**src/rtl/enigma_pkg.sv**
```systemverilog
// enigma_pkg: shared alphabet constants, letter type, stepper FSM states and mod-26 helpers.
package enigma_pkg;
  localparam int ALPHABET = 26;
  localparam logic [7:0] ASCII_A = 8'h41;
  localparam logic [7:0] ASCII_a = 8'h61;
  typedef logic [4:0] letter_t;
  typedef enum logic [1:0] {IDLE, STEP, ISSUE, WAIT} state_t;
  function automatic letter_t inc26(letter_t v);
    return (v == letter_t'(ALPHABET - 1)) ? '0 : v + 1'b1;
  endfunction
  function automatic letter_t fold26(letter_t v);
    return (v > letter_t'(ALPHABET - 1)) ? v - letter_t'(ALPHABET) : v;
  endfunction
endpackage

```
**src/rtl/enigma_plugboard.sv**
```systemverilog
// enigma_plugboard: 26-entry programmable letter map; entries above 25 pass the letter through.
module enigma_plugboard import enigma_pkg::*; (
  input  logic                    clk,
  input  logic                    reset_n,
  input  logic                    set,
  input  logic [8*ALPHABET-1:0]   plug_in,
  input  letter_t                 idx,
  output letter_t                 map_idx
);
  logic [7:0] tbl_q [ALPHABET];
  logic [7:0] tbl_d [ALPHABET];
  always_comb begin
    for (int i = 0; i < ALPHABET; i++) tbl_d[i] = set ? plug_in[8*i +: 8] : tbl_q[i];
  end
  always_ff @(posedge clk) begin
    if (!reset_n) begin
      for (int i = 0; i < ALPHABET; i++) tbl_q[i] <= 8'(i);
    end else begin
      tbl_q <= tbl_d;
    end
  end
  assign map_idx = (tbl_q[idx] > 8'd25) ? idx : tbl_q[idx][4:0];
endmodule

```
**src/rtl/enigma_stepper.sv**
```systemverilog
// enigma_stepper: ASCII intake, case fold, plugboard and 3-rotor stepping ahead of the rotor chain.
// Define DOUBLE_STEP_EN for the historical middle-rotor double step.
module enigma_stepper import enigma_pkg::*; #(
  parameter int DEF_NOTCH0   = 16,
  parameter int DEF_NOTCH1   = 4,
  parameter int DEF_NOTCH2   = 21,
  parameter int WAIT_TIMEOUT = 1024
) (
  input  logic                  clk,
  input  logic                  reset_n,
  input  logic                  set,
  input  logic [14:0]           cfg_pos,
  input  logic [14:0]           cfg_notch,
  input  logic [8*ALPHABET-1:0] plug_in,
  input  logic                  in_valid,
  output logic                  in_ready,
  input  logic [7:0]            din,
  output logic                  out_valid,
  output logic [7:0]            out_idx,
  output logic [2:0]            rot,
  input  logic                  chain_done,
  output logic [14:0]           pos,
  output logic                  err
);
  localparam int CW = $clog2(WAIT_TIMEOUT + 1);
  state_t state_q, state_d;
  letter_t idx_q, idx_d, map_idx, lt, p0, p1, p2, n0, n1;
  logic [14:0] pos_q, pos_d;
  logic [9:0] notch_q, notch_d;
  logic [CW-1:0] cnt_q, cnt_d;
  logic err_q, err_d, is_up, is_lo, is_letter, timeout, unused_n2;
  logic [2:0] rot_c;
  // The slow rotor's notch never carries anywhere; it is accepted but has no effect.
  assign unused_n2 = ^{cfg_notch[14:10], 5'(DEF_NOTCH2)};
  assign {p2, p1, p0} = pos_q;
  assign {n1, n0} = notch_q;
  assign is_up = din >= ASCII_A && din <= ASCII_A + 8'd25;
  assign is_lo = din >= ASCII_a && din <= ASCII_a + 8'd25;
  assign is_letter = is_up || is_lo;
  assign lt = is_up ? letter_t'(din - ASCII_A) : letter_t'(din - ASCII_a);
  assign timeout = cnt_q == CW'(WAIT_TIMEOUT - 1);
`ifdef DOUBLE_STEP_EN
  assign rot_c = {p1 == n1, (p0 == n0) || (p1 == n1), 1'b1};
`else
  assign rot_c = {p1 == n1, p0 == n0, 1'b1};
`endif
  always_comb begin
    state_d = state_q;
    idx_d = idx_q;
    pos_d = pos_q;
    notch_d = notch_q;
    cnt_d = '0;
    err_d = 1'b0;
    if (set) begin
      state_d = IDLE;
      pos_d = {fold26(cfg_pos[14:10]), fold26(cfg_pos[9:5]), fold26(cfg_pos[4:0])};
      notch_d = cfg_notch[9:0];
    end else begin
      case (state_q)
        IDLE: if (in_valid) begin
          state_d = is_letter ? STEP : IDLE;
          idx_d = is_letter ? lt : idx_q;
          err_d = !is_letter;
        end
        STEP: begin
          state_d = ISSUE;
          pos_d = {rot_c[2] ? inc26(p2) : p2, rot_c[1] ? inc26(p1) : p1, inc26(p0)};
        end
        ISSUE: state_d = WAIT;
        WAIT: begin
          state_d = (chain_done || timeout) ? IDLE : WAIT;
          err_d = !chain_done && timeout;
          cnt_d = cnt_q + 1'b1;
        end
        default: state_d = IDLE;
      endcase
    end
  end
  always_ff @(posedge clk) begin
    if (!reset_n) begin
      state_q <= IDLE;
      idx_q <= '0;
      pos_q <= '0;
      notch_q <= {5'(DEF_NOTCH1), 5'(DEF_NOTCH0)};
      cnt_q <= '0;
      err_q <= 1'b0;
    end else begin
      state_q <= state_d;
      idx_q <= idx_d;
      pos_q <= pos_d;
      notch_q <= notch_d;
      cnt_q <= cnt_d;
      err_q <= err_d;
    end
  end
  enigma_plugboard u_plug (
    .clk(clk),
    .reset_n(reset_n),
    .set(set),
    .plug_in(plug_in),
    .idx(idx_q),
    .map_idx(map_idx)
  );
  assign in_ready = (state_q == IDLE) && !set;
  assign out_valid = (state_q == ISSUE) && !set;
  assign rot = (state_q == STEP && !set) ? rot_c : 3'b000;
  assign out_idx = out_valid ? {3'b000, map_idx} : 8'd0;
  assign pos = pos_q;
  assign err = err_q;
endmodule

```
**config.mk**
```make
export PLATFORM = sky130hd
export DESIGN_NAME = enigma_stepper
export DESIGN_NICKNAME = d
export VERILOG_FILES = /design/src/rtl/enigma_pkg.sv /design/src/rtl/enigma_plugboard.sv /design/src/rtl/enigma_stepper.sv
export SDC_FILE = /design/constraint.sdc
export NUM_CORES = 1
export LEC_CHECK = 0
export ABC_AREA = 1
export CORE_MARGIN = 5
export CORE_UTILIZATION = 50
export DETAILED_ROUTE_END_ITERATION = 8
export GPL_ROUTABILITY_DRIVEN = 0
export HOLD_SLACK_MARGIN = 0.08
export PLACE_DENSITY = 0.8
export SLEW_MARGIN = 10
export SYNTH_ARGS = -nofsm -noshare
export SYNTH_HDL_FRONTEND = slang
export SYNTH_SLANG_ARGS = --single-unit
export TNS_END_PERCENT = 1
```
**constraint.sdc**
```tcl
create_clock -name clk -period 3.2 [get_ports clk]
set_clock_uncertainty 0.15 [all_clocks]
set_input_delay 0.32 -clock clk [delete_from_list [all_inputs] [get_ports clk]]
set_output_delay 0.32 -clock clk [all_outputs]
set_load 0.03 [all_outputs]
```
## Word-level counts from Yosys, hierarchy flattened

Index checks and enable logic that the tools add are counted.

- Equality and inequality tests: 10
- Reductions and logical operators: 20
- Bitwise gates (word level): 4
- Add/subtract/negate cells: 9
- Muxes and demuxes: 23
- Order comparisons: 9

Operator list:

| operator | count |
|---|---|
| $mux 5 | 11 |
| $bmux 8 s5 | 1 |
| $mux 15 | 2 |
| $ge 8x7->1 const B | 2 |
| $le 8x7->1 const B | 2 |
| $mux 8 | 2 |
| $add 5x1->5 const B | 3 |
| $eq 5x5->1 const B | 3 |
| $gt 5x5->1 const B | 3 |
| $sub 5x5->5 const B | 3 |
| $add 11x1->11 const B | 1 |
| $eq 11x10->1 const B | 1 |
| $eq 5x5->1 | 2 |
| $sub 5x1->5 const B | 2 |
| $gt 8x5->1 const B | 1 |
| $pmux 2 s4 | 1 |
| $ge 6x6->1 const B | 1 |
| $logic_and 1x1->1 | 6 |
| $not 5->6 | 1 |
| $reduce_bool 2->1 | 3 |
| $eq 2x2->1 const B | 2 |
| $mux 2 | 2 |
| $reduce_and 2->1 | 2 |
| $reduce_and 4->1 | 1 |
| 11 further kinds | 17 |

- Word-level logic and storage cells: 109
- Output and inout bits: 29
- Register bits after elaboration: 252
- Input port bits: 251

## Logic depth before layout (Yosys ltp)

Gate-level depths: netlist of run 1.

- Depth after elaboration: 7
- Depth in mapped cells: 16
- Mapped depth without buffers: 14

## Modules after synthesis

Synthesis of run 1 repeated with hierarchy kept, for this count alone.

- Cell total of the unflattened synthesis: 1828
- Area total of the unflattened synthesis: 12061.6 um^2

Modules (own cells, without submodules):

| module | area an instance (um^2) | seq. area each (um^2) | instances | cells each |
|---|---|---|---|---|
| enigma_plugboard | 9183.8 | 4164.0 | 1 | 1380 |
| enigma_stepper | 2877.8 | 880.8 | 1 | 448 |

## Least setup slack after synthesis of run 1

OpenSTA, ideal clock, no wires.

- Path type: input-to-output
- From: input set
- To: output out_idx[0]
- Slack: 0.828 ns
- Arrival: 1.902 ns
- Cell stages on the path: 6
- Required time: 2.730 ns
- Buffers on the path: 3
- Path through: buf_2 -> buf_2 -> buf_2 -> nor2_1 -> nand2_1 -> nor2_1

- Word-level cells in the longest chain between the ends: 3

RTL lines:

| element | RTL line | text |
|---|---|---|
| start: declaration | enigma_stepper.sv:11 | `input logic set,` |
| $logic_not 1->1 | enigma_stepper.sv:105 | `assign out_valid = (state_q == ISSUE) && !set;` |
| $logic_and 1x1->1 | enigma_stepper.sv:105 |  |
| via out_valid | enigma_stepper.sv:18 | `output logic out_valid,` |
| $mux 5 | enigma_stepper.sv:107 | `assign out_idx = out_valid ? {3'b000, map_idx} : 8'd0;` |
| end: declaration | enigma_stepper.sv:19 | `output logic [7:0] out_idx,` |

The timed path passes the listed nets, and every way through them passes these cells.

## Worst setup path after layout of run 1

- From: register idx_q[0]
- To: output out_idx[4]

- Word-level cells in the longest chain between the ends: 7

RTL lines:

| element | RTL line | text |
|---|---|---|
| start: declaration | enigma_stepper.sv:27 | `letter_t idx_q, idx_d, map_idx, lt, p0, p1, p2, n0, n1;` |
| start signal: assignment | enigma_stepper.sv:89 | `idx_q <= idx_d;` |
| $not 5->6 (not written as such) * | enigma_plugboard.sv:22 | `assign map_idx = (tbl_q[idx] > 8'd25) ? idx : tbl_q[idx][4:0];` |
| $bmux 8 s5 * | enigma_plugboard.sv:22 |  |
| $mux 8 (not written as such) * (2 in a row) | enigma_plugboard.sv:22 |  |
| $gt 8x5->1 | enigma_plugboard.sv:22 |  |
| $mux 5 * | enigma_plugboard.sv:22 |  |
| $mux 5 * | enigma_stepper.sv:107 |  |

Mark *: on every way between the ends. The rest lies on a longest branch, timed or not. The select of a mux whose other input is x is not followed.

==> results.cfg, run 1 <==
[setup_path]
cp-start-kind = flip-flop
r2r_slack_ps = 1250
path_class = flip-flop to primary output
cp.depth = 14
crit_chain = buf_6 -> buf_6 -> nor2_1 -> nand2_1 -> nand2_1 -> o21ai_1 -> clkinv_1 -> nand2_1 -> nand2_4 -> buf_4 -> nand3_1 -> nand2_1 -> nor2_2 -> buf_12
slowest_stage = dfxtp_4
r2r-end = err
worstReg2RegStart = cnt_q[0]
cp_top_family = buffers and inverters
arrival_ps = 2580
path_common_cell = nand2_1
crit_required_ps = 2730
critPathMaxFanout = 16
rr_worst_depth = 9
crit_path_max_incr_delay_ps = 470
cp.buffers_inverters = 5
critPathCaptureType = primary output

[cells_and_area]
nNetsFinal = 2230
fin_util_pct = 67.51
mostFrequentLayoutCells = nor2_1 (374), nand2_1 (332), clkdlybuf4s50_1 (264)
layout-drive-gt1-share_pct = 5.466
areaGrowthSynthToFinish_pct = 33.94
n_fill_cell = 2010
multi_input_area_um2 = 5847
layout_commonest_cell = nor2_1
regArea_um2 = 5052

[worst_hold_path]
hold-path-endpoint = pos[1]
worst_hold_path.num_cells = 4
hold_start = reset_n
hold_path_class = input pin to flip-flop

[yosys]
yosys_register_bits = 252
synth_area_per_cell_um2 = 6.771
syn_area_um2 = 11760
synth_ff_type = dfxtp_1
ys_seq_area_share_pct = 42.89
syn_inst = 1737
yosys_warnings = 0
async_flop_share_pct = 0
synthDistinctLibCells = 38
synth-edff-count = 0

[sta]
worst_slew_pin_slew_ps = 1031
max_slew_margin_pct = 31.24
period_needed_ps = 3053
period_share_pct = 95.42
finalSetupViolations = 0
rsz0062_at_grt = yes
drv_slew = 0
fmax_mhz = 327.5
hold_violations = 0
hold_slack_ps = 99.53

[global_route]
grt_pass1_wl_um = 57030
grt_max_degree = 225
grt_pass1_vias = 11310
grt_usage_pct = 25.94
grt_overflow = 0
antenna_found_initial = 3

[clock_tree]
path_clk_slew_ps = 60
cts-buffers-inserted = 27
clk_path_buf_depth = 3
clkLatencyLatePin_ps = 510
cts_tree = yes
htree_levels = 1
cts_sinks = 252
cts-root-buf = clkbuf_16

[route]
routed_wl_um = 37750
vias_per_cell = 5.313
drtIter0Drc = 1190
firstDrtPassIters = 6
drcViolationCount = 0
final_antenna_net_count = 0
vias = 12200
wl_per_cell_um = 16.44

[place]
port_buffers = 271
place_hpwl_um = 24370

[outcome]
status = finished clean

[floorplanning]
die_w_um = 163.4
start_util_pct = 50.41
num_rows = 56
dieArea_um2 = 26690
coreArea_um2 = 23330
ioPinCount = 280
die_y_um = 163.4

[pwr]
power.density_nw_per_um2 = 487.0
p_leak_nw = 6.741
vdd_drop_max_mv = 0.2617
power_mw = 7.672

[flow_run]
drv_cap = 0
cells by family (layout without fill, tap and decap cells):
kind of cell	after synthesis	in the layout	share of synthesized area, %
DFF	252	252	42.89
buffers and inverters	215	452	7.957
adders and majority gates	19	19	2.021
other	1	5	0.03188
and+or+nand+nor	893	893	30.79
AOI/OAI and AO/OA	339	339	14.97
xor gates and xnor gates	18	18	1.341
through the flow:
step	setup TNS [ps]	cells	cell area, um^2	worst slack (ps)
6_report	0	2297	15750	146.6
5_1_grt	-43.67	2297	15750	-22.91
4_1_cts	0	2280	15470	2.589
3_5_place_dp	0	2234	14610	408.2
3_3_place_gp	0	2234	14610	446.4
2_1_floorplan	0	1739	11770	827.7
cell type report:
type                       instances  area share [%]
clock buffer                      40           5.044
multi-input combinational       1272           37.12
timing repair buffer             304           20.09
inverter                         101           2.653
sequential                       252           32.07
antenna                            2         0.03177
timing repair inverter             2          0.1430
tap                              319           2.534
clock inverter                     5          0.3177
worst max path at each step:
stage / endpoint / startpoint / slack (ps)
floorplan: out_idx[0] / set / 830
global placement: out_idx[1] / idx_q[1] / 450
detailed placement: out_idx[1] / idx_q[1] / 410
CTS: out_idx[1] / idx_q[0] / 3
global route: out_idx[1] / idx_q[0] / -20
finish: out_idx[4] / idx_q[0] / 150
what timing repair did:
item                       CTS  global route
gates cloned                 0             6
hold buffers                 1             0
setup endpoints to repair    5             5
buffers inserted             0             9
pin swaps                    0            14
resized for setup            2            27
hold endpoints to repair    15             0
flip-flops by register name, indices dropped and copies added (netlist names):
| register | flops |
|---|---|
| u_plug.tbl_q | 208 |
| pos | 15 |
| cnt_q | 11 |
| notch_q | 10 |
| idx_q | 5 |
| state_q | 2 |
| err | 1 |
cells in the mapped netlist (6+ instances only):
| cell type | number | area (um^2) |
|---|---|---|
| a31oi_1 | 6 | 37.54 |
| xnor2_1 | 9 | 78.83 |
| o21ai_1 | 6 | 30.03 |
| ha_1 | 19 | 237.7 |
| buf_6 | 8 | 90.09 |
| nand4_1 | 7 | 43.79 |
| xor2_1 | 9 | 78.83 |
| clkbuf_1 | 59 | 221.5 |
| buf_2 | 23 | 115.1 |
| nand3_1 | 155 | 775.7 |
| nor2_1 | 379 | 1423 |
| nor3_1 | 10 | 50.05 |
| buf_4 | 10 | 75.07 |
| inv_1 | 97 | 364.1 |
| o21ai_0 | 227 | 1136 |
| buf_1 | 14 | 52.55 |
| o211ai_1 | 13 | 97.59 |
| nand2_1 | 332 | 1246 |
| a21oi_1 | 79 | 395.4 |
| dfxtp_1 | 252 | 5045 |
worst reg2reg max path, cell delays in order, from the launching register on:
cell and delay [ps]:
dfxtp_1 350, ha_1 190, nand3_1 130, nor2_1 120, nand2_1 90, nor3_1 300
nand4_1 190, o22ai_1 190, nand2_1 70, nor2_1 100
per-layer routing:
metal,share of wire [%],GRT usage (%),up-vias
li1,-,-,6056
met1,41,33.98,5572
met2,47,43.57,518
met3,10,6.384,55
met4,2.0,5.795,2
met5,0.029,0,-
power by group:
| group | internal (mW) | switching, mW |
|---|---|---|
| Sequential | 3.35 | 0.117 |
| Clock | 1.78 | 1.22 |
| Combinational | 0.574 | 0.631 |
No activity file was read; power rests on OpenSTA's default activity.
==> run 2: changes to the inputs <==
- CAP_MARGIN: unset -> 20
- REMOVE_ABC_BUFFERS: unset -> 1
==> run 2 against run 1 <==
Global-route usage fell by 0.80 points. Utilization fell by 0.20 points. Largest power group unchanged. Maximum frequency fell by 1.5%. Non-clock buffer count fell by 7. Hold slack improved by 8.3 ps. First-iteration DRC count fell by 11%. Flip-flop and latch count did not move. Die area did not move. Register-to-register slack got worse by 150 ps.
==> results.cfg, run 2 (same netlist as run 1, synthesis figures left out) <==
[outcome]
status = finished clean

[cells_and_area]
nNetsFinal = 2221
areaGrowthSynthToFinish_pct = 33.54
largest_register = u_plug.tbl_q
layout-drive-gt1-share_pct = 5.231
largest_reg_flops = 208
n_fill_cell = 2071
multi_input_area_um2 = 5821
stdcell_count = 2290
regArea_um2 = 5050
mostFrequentLayoutCells = nor2_1 (372), nand2_1 (330), clkdlybuf4s50_1 (264)
layout_commonest_cell = nor2_1

[pwr]
p_leak_nw = 6.745
vdd_drop_max_mv = 0.3647
power.density_nw_per_um2 = 490.8

[global_route]
grt_pass1_vias = 11350
grt_pass1_wl_um = 55530
grt_max_degree = 147
grt_overflow = 0
antenna_found_initial = 3
grt_usage_pct = 25.14

[setup_path]
critPathMaxFanout = 20
worstReg2RegStart = pos[7]
cp-start-kind = flip-flop
arrival_ps = 2630
crit_required_ps = 2730
path_class = flip-flop to primary output
crit_start = idx_q[0]
critPathCaptureType = primary output

[sta]
period_needed_ps = 3099
fmax_mhz = 322.6
period_share_pct = 96.85
max_slew_margin_pct = 47.18
worst_slew_pin_slew_ps = 792.3
finalSetupViolations = 0
hold_violations = 0
final_critical_path_setup_slack_ps = 100.6
drv_slew = 0

[floorplanning]
die_y_um = 163.4
num_rows = 56
start_util_pct = 50.41
die_w_um = 163.4
coreArea_um2 = 23330
dieArea_um2 = 26690
ioPinCount = 280

[route]
drtIter0Drc = 1062
wl_per_cell_um = 15.79
firstDrtPassIters = 5
final_antenna_net_count = 0
drcViolationCount = 0
vias = 12100
routed_wl_um = 36160
vias_per_cell = 5.285

[place]
dp_slack_ps = 563.9
port_buffers = 271
dp_cells = 2231
place_hpwl_um = 22960

[clock_tree]
htree_levels = 1
clk_path_buf_depth = 3
clkLatencyLatePin_ps = 520
cts_tree = yes
cts-root-buf = clkbuf_16
cts-buffers-inserted = 26
path_clk_slew_ps = 60
cts_sinks = 252

[worst_hold_path]
hold_start = set
hold_path_class = input pin to flip-flop

[flow_run]
drv_cap = 0
## run 2: path summary, 6_finish.rpt
check	endpoint	slack (ps)	cells past startpoint
worst max-delay path	out_idx[0]	100	15
worst min-delay path	u_plug.tbl_q[170]	110	3
worst max register to register	pos[14]	1100	9
worst min register to register	u_plug.tbl_q[183]	310	2
## run 2: layout make-up
| cell class | instances | area share [%] |
|---|---|---|
| inverter | 101 | 2.541 |
| antenna | 2 | 0.03186 |
| clock inverter | 13 | 0.7807 |
| multi-input combinational | 1272 | 37.06 |
| timing repair buffer | 297 | 20.06 |
| sequential | 252 | 32.15 |
| clock buffer | 33 | 4.764 |
| timing repair inverter | 1 | 0.07170 |
| tap | 319 | 2.541 |
## run 2: layer usage
| metal | wire length, um | global-route usage, % | vias to the layer above | share of wire (%) |
|---|---|---|---|---|
| met2 | 17090 | 42.40 | 461 | 47 |
| li1 | - | - | 6035 | - |
| met4 | 1025 | 9.150 | 2 | 2.8 |
| met1 | 15040 | 32.12 | 5533 | 42 |
| met5 | 7 | 0 | - | 0.019 |
| met3 | 3005 | 4.921 | 71 | 8.3 |
## run 2: critical path: stages, from the launching register on
cell	delay, ps
dfxtp_4	390
buf_12	150
clkbuf_16	180
or2_0	220
nand3_1	70
nand2_1	60
nor2_2	110
nand2_2	90
nand3_2	90
nand3_2	100
nand2_4	130
nand2_4	70
nand2_1	60
nand2_1	40
nor2_1	150
buf_4	190
## run 2: power breakdown
part	switching (mW)	leakage (nW)	internal [mW]
clock	1.25	0.442	1.81
combinational	0.618	4.21	0.572
sequential	0.112	2.09	3.35
## run 2: what timing repair did
item | in CTS | in global routing
gates resized for setup | 0 | 22
setup buffers | 0 | 4
hold endpoints to repair | 4 | 0
endpoints found under the setup margin | 0 | 5
hold buffers | 1 | 0
## run 2: stage by stage
step	utilization, %	setup TNS, ps	hold WS (ps)	total power, mW	cell area, um^2
floorplan	-	-223100	254.1	4.086	11210
global placement	62.36	0	277.5	4.638	14550
detailed placement	62.36	0	291.6	4.667	14550
CTS	66.13	0	94.77	7.718	15430
global route	67.32	-42.60	136.8	8.054	15710
finish	67.32	0	107.8	7.709	15710
